File: src/rtl/edit_field_sequencer_pkg.sv
// Shared types and constants for the RTC edit-field sequencer.
// States, field indices and default field count.
package edit_field_sequencer_pkg;
  typedef enum logic [1:0] {
    S_IDLE   = 2'd0,
    S_EDIT   = 2'd1,
    S_COMMIT = 2'd2
  } state_e;

  localparam int NUM_FIELDS_DEF = 6;
  localparam int SEL_W          = 3;

  localparam int FIELD_SEC   = 0;
  localparam int FIELD_MIN   = 1;
  localparam int FIELD_HOUR  = 2;
  localparam int FIELD_DAY   = 3;
  localparam int FIELD_MONTH = 4;
  localparam int FIELD_YEAR  = 5;

  localparam int BTN_EDIT = 0;
  localparam int BTN_NEXT = 1;
  localparam int BTN_UP   = 2;
  localparam int BTN_DOWN = 3;
  localparam int BTN_SAVE = 4;
  localparam int NUM_BTNS = 5;
endpackage

File: src/rtl/edit_field_sequencer_if.sv
// Button inputs and field-control outputs of the edit sequencer.
// master = button/display side, slave = sequencer.
interface edit_field_sequencer_if #(
  parameter int NUM_FIELDS = edit_field_sequencer_pkg::NUM_FIELDS_DEF
);
  import edit_field_sequencer_pkg::*;

  logic                  btn_edit;
  logic                  btn_next;
  logic                  btn_up;
  logic                  btn_down;
  logic                  btn_save;
  logic [NUM_FIELDS-1:0] field_en;
  logic                  up_o;
  logic                  down_o;
  logic [SEL_W-1:0]      field_sel;
  logic                  edit_active;
  logic                  blink;
  logic                  save_strobe;
  logic                  abort_strobe;

  modport master (
    output btn_edit, btn_next, btn_up, btn_down, btn_save,
    input  field_en, up_o, down_o, field_sel,
    input  edit_active, blink, save_strobe, abort_strobe
  );

  modport slave (
    input  btn_edit, btn_next, btn_up, btn_down, btn_save,
    output field_en, up_o, down_o, field_sel,
    output edit_active, blink, save_strobe, abort_strobe
  );
endinterface

File: src/rtl/edit_field_sequencer_edge_pulse.sv
// Rising-edge detector for one debounced button level.
// First cycle after reset only primes history, so held buttons stay silent.
module edge_pulse (
  input  logic clk,
  input  logic rst,
  input  logic level_i,
  output logic pulse_o
);
  logic prev_q;
  logic arm_q;

  always_ff @(posedge clk) begin
    if (rst) begin
      prev_q <= 1'b0;
      arm_q  <= 1'b0;
    end else begin
      prev_q <= level_i;
      arm_q  <= 1'b1;
    end
  end

  assign pulse_o = arm_q & level_i & ~prev_q;
endmodule

File: src/rtl/edit_field_sequencer.sv
// Button-driven field editor: selects a field, steps it, commits or aborts.
// All outputs come straight from registers.
module edit_field_sequencer
  import edit_field_sequencer_pkg::*;
#(
  parameter int NUM_FIELDS  = NUM_FIELDS_DEF,
  parameter int BLINK_DIV   = 25000000,
  parameter int TIMEOUT_CYC = 500000000
) (
  input  logic                   clk,
  input  logic                   rst,
  edit_field_sequencer_if.slave  bus
);
  localparam int TW =
    (TIMEOUT_CYC > 1) ? $clog2(TIMEOUT_CYC) : 1;
  localparam int BW =
    (BLINK_DIV > 1) ? $clog2(BLINK_DIV) : 1;

  logic [NUM_BTNS-1:0] lvl;
  logic [NUM_BTNS-1:0] ev;

  assign lvl[BTN_EDIT] = bus.btn_edit;
  assign lvl[BTN_NEXT] = bus.btn_next;
  assign lvl[BTN_UP]   = bus.btn_up;
  assign lvl[BTN_DOWN] = bus.btn_down;
  assign lvl[BTN_SAVE] = bus.btn_save;

  for (genvar g = 0; g < NUM_BTNS; g++) begin : g_edge
    edge_pulse u_edge (
      .clk     (clk),
      .rst     (rst),
      .level_i (lvl[g]),
      .pulse_o (ev[g])
    );
  end

  state_e                state_q;
  logic [SEL_W-1:0]      sel_q;
  logic [NUM_FIELDS-1:0] en_q;
  logic                  up_q;
  logic                  dn_q;
  logic                  act_q;
  logic                  blink_q;
  logic                  save_q;
  logic                  abort_q;
  logic [TW-1:0]         tmo_q;
  logic [BW-1:0]         bcnt_q;

  logic [SEL_W-1:0] sel_d;
  logic             step_ev;
  logic             tmo_hit;

  assign sel_d = (sel_q == SEL_W'(NUM_FIELDS-1))
               ? '0 : sel_q + 1'b1;
  // Simultaneous up and down cancel each other out.
  assign step_ev = ev[BTN_UP] ^ ev[BTN_DOWN];
  assign tmo_hit = (tmo_q == TW'(TIMEOUT_CYC-1));

  always_ff @(posedge clk) begin
    if (rst) begin
      state_q <= S_IDLE;
      sel_q   <= '0;
      en_q    <= '0;
      up_q    <= 1'b0;
      dn_q    <= 1'b0;
      act_q   <= 1'b0;
      blink_q <= 1'b0;
      save_q  <= 1'b0;
      abort_q <= 1'b0;
      tmo_q   <= '0;
      bcnt_q  <= '0;
    end else begin
      up_q    <= 1'b0;
      dn_q    <= 1'b0;
      save_q  <= 1'b0;
      abort_q <= 1'b0;
      unique case (state_q)
        S_IDLE: begin
          if (ev[BTN_EDIT]) begin
            state_q <= S_EDIT;
            sel_q   <= '0;
            en_q    <= NUM_FIELDS'(1);
            act_q   <= 1'b1;
            blink_q <= 1'b1;
            tmo_q   <= '0;
            bcnt_q  <= '0;
          end
        end
        S_EDIT: begin
          tmo_q <= tmo_q + 1'b1;
          if (bcnt_q == BW'(BLINK_DIV-1)) begin
            bcnt_q  <= '0;
            blink_q <= ~blink_q;
          end else begin
            bcnt_q <= bcnt_q + 1'b1;
          end
          if (ev[BTN_SAVE]) begin
            state_q <= S_COMMIT;
            save_q  <= 1'b1;
            en_q    <= '0;
            act_q   <= 1'b0;
            blink_q <= 1'b0;
          end else if (ev[BTN_EDIT] ||
                       (!ev[BTN_NEXT] && !step_ev && tmo_hit)) begin
            state_q <= S_IDLE;
            abort_q <= 1'b1;
            en_q    <= '0;
            act_q   <= 1'b0;
            blink_q <= 1'b0;
          end else if (ev[BTN_NEXT]) begin
            sel_q   <= sel_d;
            en_q    <= NUM_FIELDS'(1) << sel_d;
            blink_q <= 1'b1;
            bcnt_q  <= '0;
            tmo_q   <= '0;
          end else if (step_ev) begin
            up_q  <= ev[BTN_UP];
            dn_q  <= ev[BTN_DOWN];
            tmo_q <= '0;
          end
        end
        S_COMMIT: begin
          state_q <= S_IDLE;
        end
        default: begin
          state_q <= S_IDLE;
        end
      endcase
    end
  end

  assign bus.field_en     = en_q;
  assign bus.up_o         = up_q;
  assign bus.down_o       = dn_q;
  assign bus.field_sel    = sel_q;
  assign bus.edit_active  = act_q;
  assign bus.blink        = blink_q;
  assign bus.save_strobe  = save_q;
  assign bus.abort_strobe = abort_q;
endmodule

File: src/flat_wrapper.sv
// flat-port wrapper written by rule: the top's interface ports become plain ports
module edit_field_sequencer_flat import edit_field_sequencer_pkg::*;
#(
  parameter int NUM_FIELDS  = NUM_FIELDS_DEF,
  parameter int BLINK_DIV   = 25000000,
  parameter int TIMEOUT_CYC = 500000000
)
  (clk, rst, bus_btn_edit, bus_btn_next, bus_btn_up, bus_btn_down, bus_btn_save, bus_field_en, bus_up_o, bus_down_o, bus_field_sel, bus_edit_active, bus_blink, bus_save_strobe, bus_abort_strobe);
  edit_field_sequencer_if #(.NUM_FIELDS(NUM_FIELDS)) bus_i ();
  input  logic clk;
  input  logic rst;
  input wire logic [$bits(bus_i.btn_edit)-1:0] bus_btn_edit;
  input wire logic [$bits(bus_i.btn_next)-1:0] bus_btn_next;
  input wire logic [$bits(bus_i.btn_up)-1:0] bus_btn_up;
  input wire logic [$bits(bus_i.btn_down)-1:0] bus_btn_down;
  input wire logic [$bits(bus_i.btn_save)-1:0] bus_btn_save;
  output wire logic [$bits(bus_i.field_en)-1:0] bus_field_en;
  output wire logic [$bits(bus_i.up_o)-1:0] bus_up_o;
  output wire logic [$bits(bus_i.down_o)-1:0] bus_down_o;
  output wire logic [$bits(bus_i.field_sel)-1:0] bus_field_sel;
  output wire logic [$bits(bus_i.edit_active)-1:0] bus_edit_active;
  output wire logic [$bits(bus_i.blink)-1:0] bus_blink;
  output wire logic [$bits(bus_i.save_strobe)-1:0] bus_save_strobe;
  output wire logic [$bits(bus_i.abort_strobe)-1:0] bus_abort_strobe;
  assign bus_i.btn_edit = bus_btn_edit;
  assign bus_i.btn_next = bus_btn_next;
  assign bus_i.btn_up = bus_btn_up;
  assign bus_i.btn_down = bus_btn_down;
  assign bus_i.btn_save = bus_btn_save;
  assign bus_field_en = bus_i.field_en;
  assign bus_up_o = bus_i.up_o;
  assign bus_down_o = bus_i.down_o;
  assign bus_field_sel = bus_i.field_sel;
  assign bus_edit_active = bus_i.edit_active;
  assign bus_blink = bus_i.blink;
  assign bus_save_strobe = bus_i.save_strobe;
  assign bus_abort_strobe = bus_i.abort_strobe;
  edit_field_sequencer #(.NUM_FIELDS(NUM_FIELDS), .BLINK_DIV(BLINK_DIV), .TIMEOUT_CYC(TIMEOUT_CYC)) u_core (.clk(clk), .rst(rst), .bus(bus_i));
endmodule
File: config.mk
export PLATFORM = sky130hd
export DESIGN_NAME = edit_field_sequencer_flat
export DESIGN_NICKNAME = d
export VERILOG_FILES = /design/src/rtl/edit_field_sequencer_pkg.sv /design/src/rtl/edit_field_sequencer_if.sv /design/src/rtl/edit_field_sequencer_edge_pulse.sv /design/src/rtl/edit_field_sequencer.sv /design/src/flat_wrapper.sv
export SDC_FILE = /design/constraint.sdc
export NUM_CORES = 1
export LEC_CHECK = 0
export ABC_AREA = 0
export CORE_MARGIN = 1.5
export CORE_UTILIZATION = 55
export DETAILED_ROUTE_END_ITERATION = 10
export GPL_TIMING_DRIVEN = 0
export PLACE_DENSITY = 0.75
export SYNTH_ARGS = -nofsm -noshare
export SYNTH_HDL_FRONTEND = slang
export SYNTH_SLANG_ARGS = --single-unit
File: constraint.sdc
create_clock -name clk -period 2.9 [get_ports clk]
set_clock_uncertainty 0.05 [all_clocks]
set_input_delay 0.58 -clock clk [delete_from_list [all_inputs] [get_ports clk]]
set_output_delay 0.58 -clock clk [all_outputs]
set_load 0.05 [all_outputs]
==> results by group <==
Status
  • Status: finished clean

Pwr
  • Overall power: 2.17 mW
  • Cell Pwr Density: 519 nW/um^2
  • Largest vdd supply drop: about 350 uV
  • Leakage: around 1.4 nW

Clocking
  • CTS tree: built
  • Resize count post-CTS: 1
  • Clock root buffer: clkbuf_8
  • CTS Buf Count: 9
  • Worst-path clk slew: 0.08 ns
  • Hold-fix buffers at CTS: 0
  • # H-tree levels: 3
  • CTS Sinks: 77
  • Max clock buf depth: 2
  • Clock Latency Late Sink: 0.35 ns
  • Post CTS Setup Buffer Count: 0

Detailed routing
  • DR WL/cell: 15.6 microns
  • Drt initial violations: 152
  • Post-route DRC violation count: 0
  • ANT nets after route: 0
  • Drt total wl: 8.59 mm
  • Via Count: 3362
  • DR vias/cell: 6.09
  • TritonRoute pass-1 iters: 5

Cells and area
  • Fraction of layout cells with a size suffix above 1: 0.0547
  • Layout area overhead: 15.0%
  • # diodes: 0
  • Core Util, Final: 0.655
  • Final Instance Area: 4180 sq um
  • # nets final: around 480

STA
  • Smallest hold slack: 0.361 ns
  • Fin crit share: 0.958
  • Final TNS setup: 0 ns
  • Final setup fails: 0
  • Tmin final: approximately 2.8 ns
  • Worst Tran Pin Value: 0.782 ns
  • Final hold violation count: 0
  • RSZ-0062 raised after global routing: no
  • Max Clock Freq: 360 MHz
  • Slew Viols, Final: 0
  • Slew margin rel.: 0.477

Critical path
  • Critical path arrival: 2.95 ns
  • CP Launch Type: input pin
  • Crit path cell chain: clkdlybuf4s50_1 > nand3b_1 > a21o_1 > clkbuf_1 > nor4_1 > nand4_1 > xor2_1 > nor2_1
  • CP max stage cell: nor4_1
  • Critical path class: input pin to flip-flop
  • R2R Path Start: u_core.g_edge[0].u_edge.arm_q
  • Critical path depth: 8
  • Worst Path Required: just over 3 ns
  • Critical path fanouts, max: 10
  • CP bufs+invs: 2
  • Depth of the worst register-to-register path: 8
  • CP top delay family: simple AND/OR/NAND/NOR gates
  • Worst reg2reg endpoint: u_core.tmo_q[11]
  • Critical path endpoint category: flip-flop
  • R2r setup slk: 0.29 ns
  • Worst path max stage delay: 0.71 ns

Worst hold path
  • Hold Crit Start: u_core.g_edge[3].u_edge.prev_q
  • Worst min path class: flip-flop to flip-flop
  • Hold Path Cell Cnt: 1
  • WHS Endpoint: u_core.bus.down_o

Logic synthesis
  • Post-synth top cells: dfxtp_1, nor2_1, nand2_1, a21oi_1, nand3_1
  • Post-synth top flop: dfxtp_1
  • Synth Net Count: roughly 450
  • Synth top area share: 0.424
  • Cells after synthesis: about 440
  • EDFF count, synth: 0
  • Synth top area cells: dfxtp_1, nor2_1, nand2_1
  • Synthesized area: 3640 sq um
  • Ys async rst share: 0
  • Area leader, netlist: dfxtp_1
  • Flops & latches, synth: 77
  • Dominant cell by count in the synthesized netlist: dfxtp_1
  • Syn_area_per_cell: 8.30 sq um
  • Sequential element share of the synthesized area: 0.424
  • Syn. warnings: 0
  • Synth cell types: 52

GRT
  • GRT Overall Usage: 0.244
  • Largest net degree at the start of global routing: 13
  • Vias in the first global route: 3142
  • Initial antenna violation count: 0
  • GRT overflow: 0
  • First-pass GRT wire length: 14.1 mm

Floorplanning
  • Core ar.: 6390 sq um
  • Starting Density: 0.570
  • Io pins: 22
  • Die X: between 80 and 90 microns
  • Placement Rows: 29
  • Die Ht: roughly 84 microns
  • Die area: about 7100 sq um

Place
  • GPL Wtd Cong: 0.813
  • Port Buf Inserts: 21
  • Post-DP HPWL: 6.00 mm
  • Placed cell area: between 3000 and 4000 sq um

Run
  • MaxCap Viol Count: 0
-- how the worst max path moves through the flow --
stage,from,to
finish,bus_btn_edit,u_core.tmo_q[11]
global route,bus_btn_edit,u_core.tmo_q[11]
CTS,bus_btn_down,u_core.tmo_q[7]
detailed placement,bus_btn_edit,u_core.tmo_q[7]
global placement,bus_btn_next,u_core.tmo_q[15]
floorplan,u_core.tmo_q[9],u_core.bus.field_en[0]
-- placed cells by master (no fill, tap or decap), types with 5 or more instances in the layout --
cell / instances
a21oi_1: 28
a311oi_1: 6
a31oi_1: 6
and2_1: 5
and3_1: 5
and4_1: 7
clkbuf_1: 14
clkbuf_8: 11
clkdlybuf4s50_1: 21
dfxtp_1: 77
inv_1: 8
nand2_1: 42
nand3_1: 23
nand4_1: 16
nor2_1: 53
nor2b_1: 12
nor3_1: 16
nor4_1: 7
o21ai_0: 19
or3_1: 8
or4_1: 7
xnor2_1: 10
xor2_1: 17
-- routing by layer --
| layer | wire length [microns] | vias up | track usage |
|---|---|---|---|
| met5 | 0 | - | 0 |
| met4 | 161 | 0 | 0.104 |
| met3 | 439 | 15 | 0.0364 |
| met2 | 4040 | 84 | 0.409 |
| met1 | 3950 | 1607 | 0.313 |
| li1 | - | 1656 | - |
-- registers in the layout (all words and copies together), names as in the netlist, 2 cells and up --
register	flops
u_core.state_q	2
u_core.g_edge.u_edge.prev_q	5
u_core.tmo_q	29
u_core.bcnt_q	25
u_core.bus.field_sel	3
u_core.bus.field_en	6
-- stage by stage --
stage	setup slack [ns]	std cells
floorplan	0.640	438
global placement	-0.334	536
detailed placement	-0.404	536
CTS	0.166	552
global route	0.0322	552
finish	0.121	552
-- cell families (layout without fill, tap and decap cells) --
| group | Yosys count | count (layout) | synth area share |
|---|---|---|---|
| xor gates and xnor gates | 27 | 27 | 0.0650 |
| DFF | 77 | 77 | 0.424 |
| muxes | 3 | 3 | 0.00826 |
| AOI/OAI and AO/OA | 82 | 82 | 0.144 |
| buffers and inverters | 22 | 59 | 0.0230 |
| and+or+nand+nor | 225 | 225 | 0.329 |
| adders and majority gates | 2 | 2 | 0.00688 |
-- power by group --
part           total, mW  internal [mW]  leakage, nW  switching, mW
Combinational      0.177         0.0522        0.656          0.125
Clock              0.917          0.530        0.116          0.387
Sequential          1.08           1.07        0.623        0.00844
-- area by class of cell --
cell class	count	area, sq um
Fill cell	552	2200
Multi-Input combinational cell	339	2020
Sequential cell	77	1540
Timing Repair Buffer	21	210
Clock buffer	12	155
Tap cell	77	96.3
Clock inverter	4	70.1
Buffer	14	53.8
Inverter	8	30.0
Power figures use the tool's default switching activity.
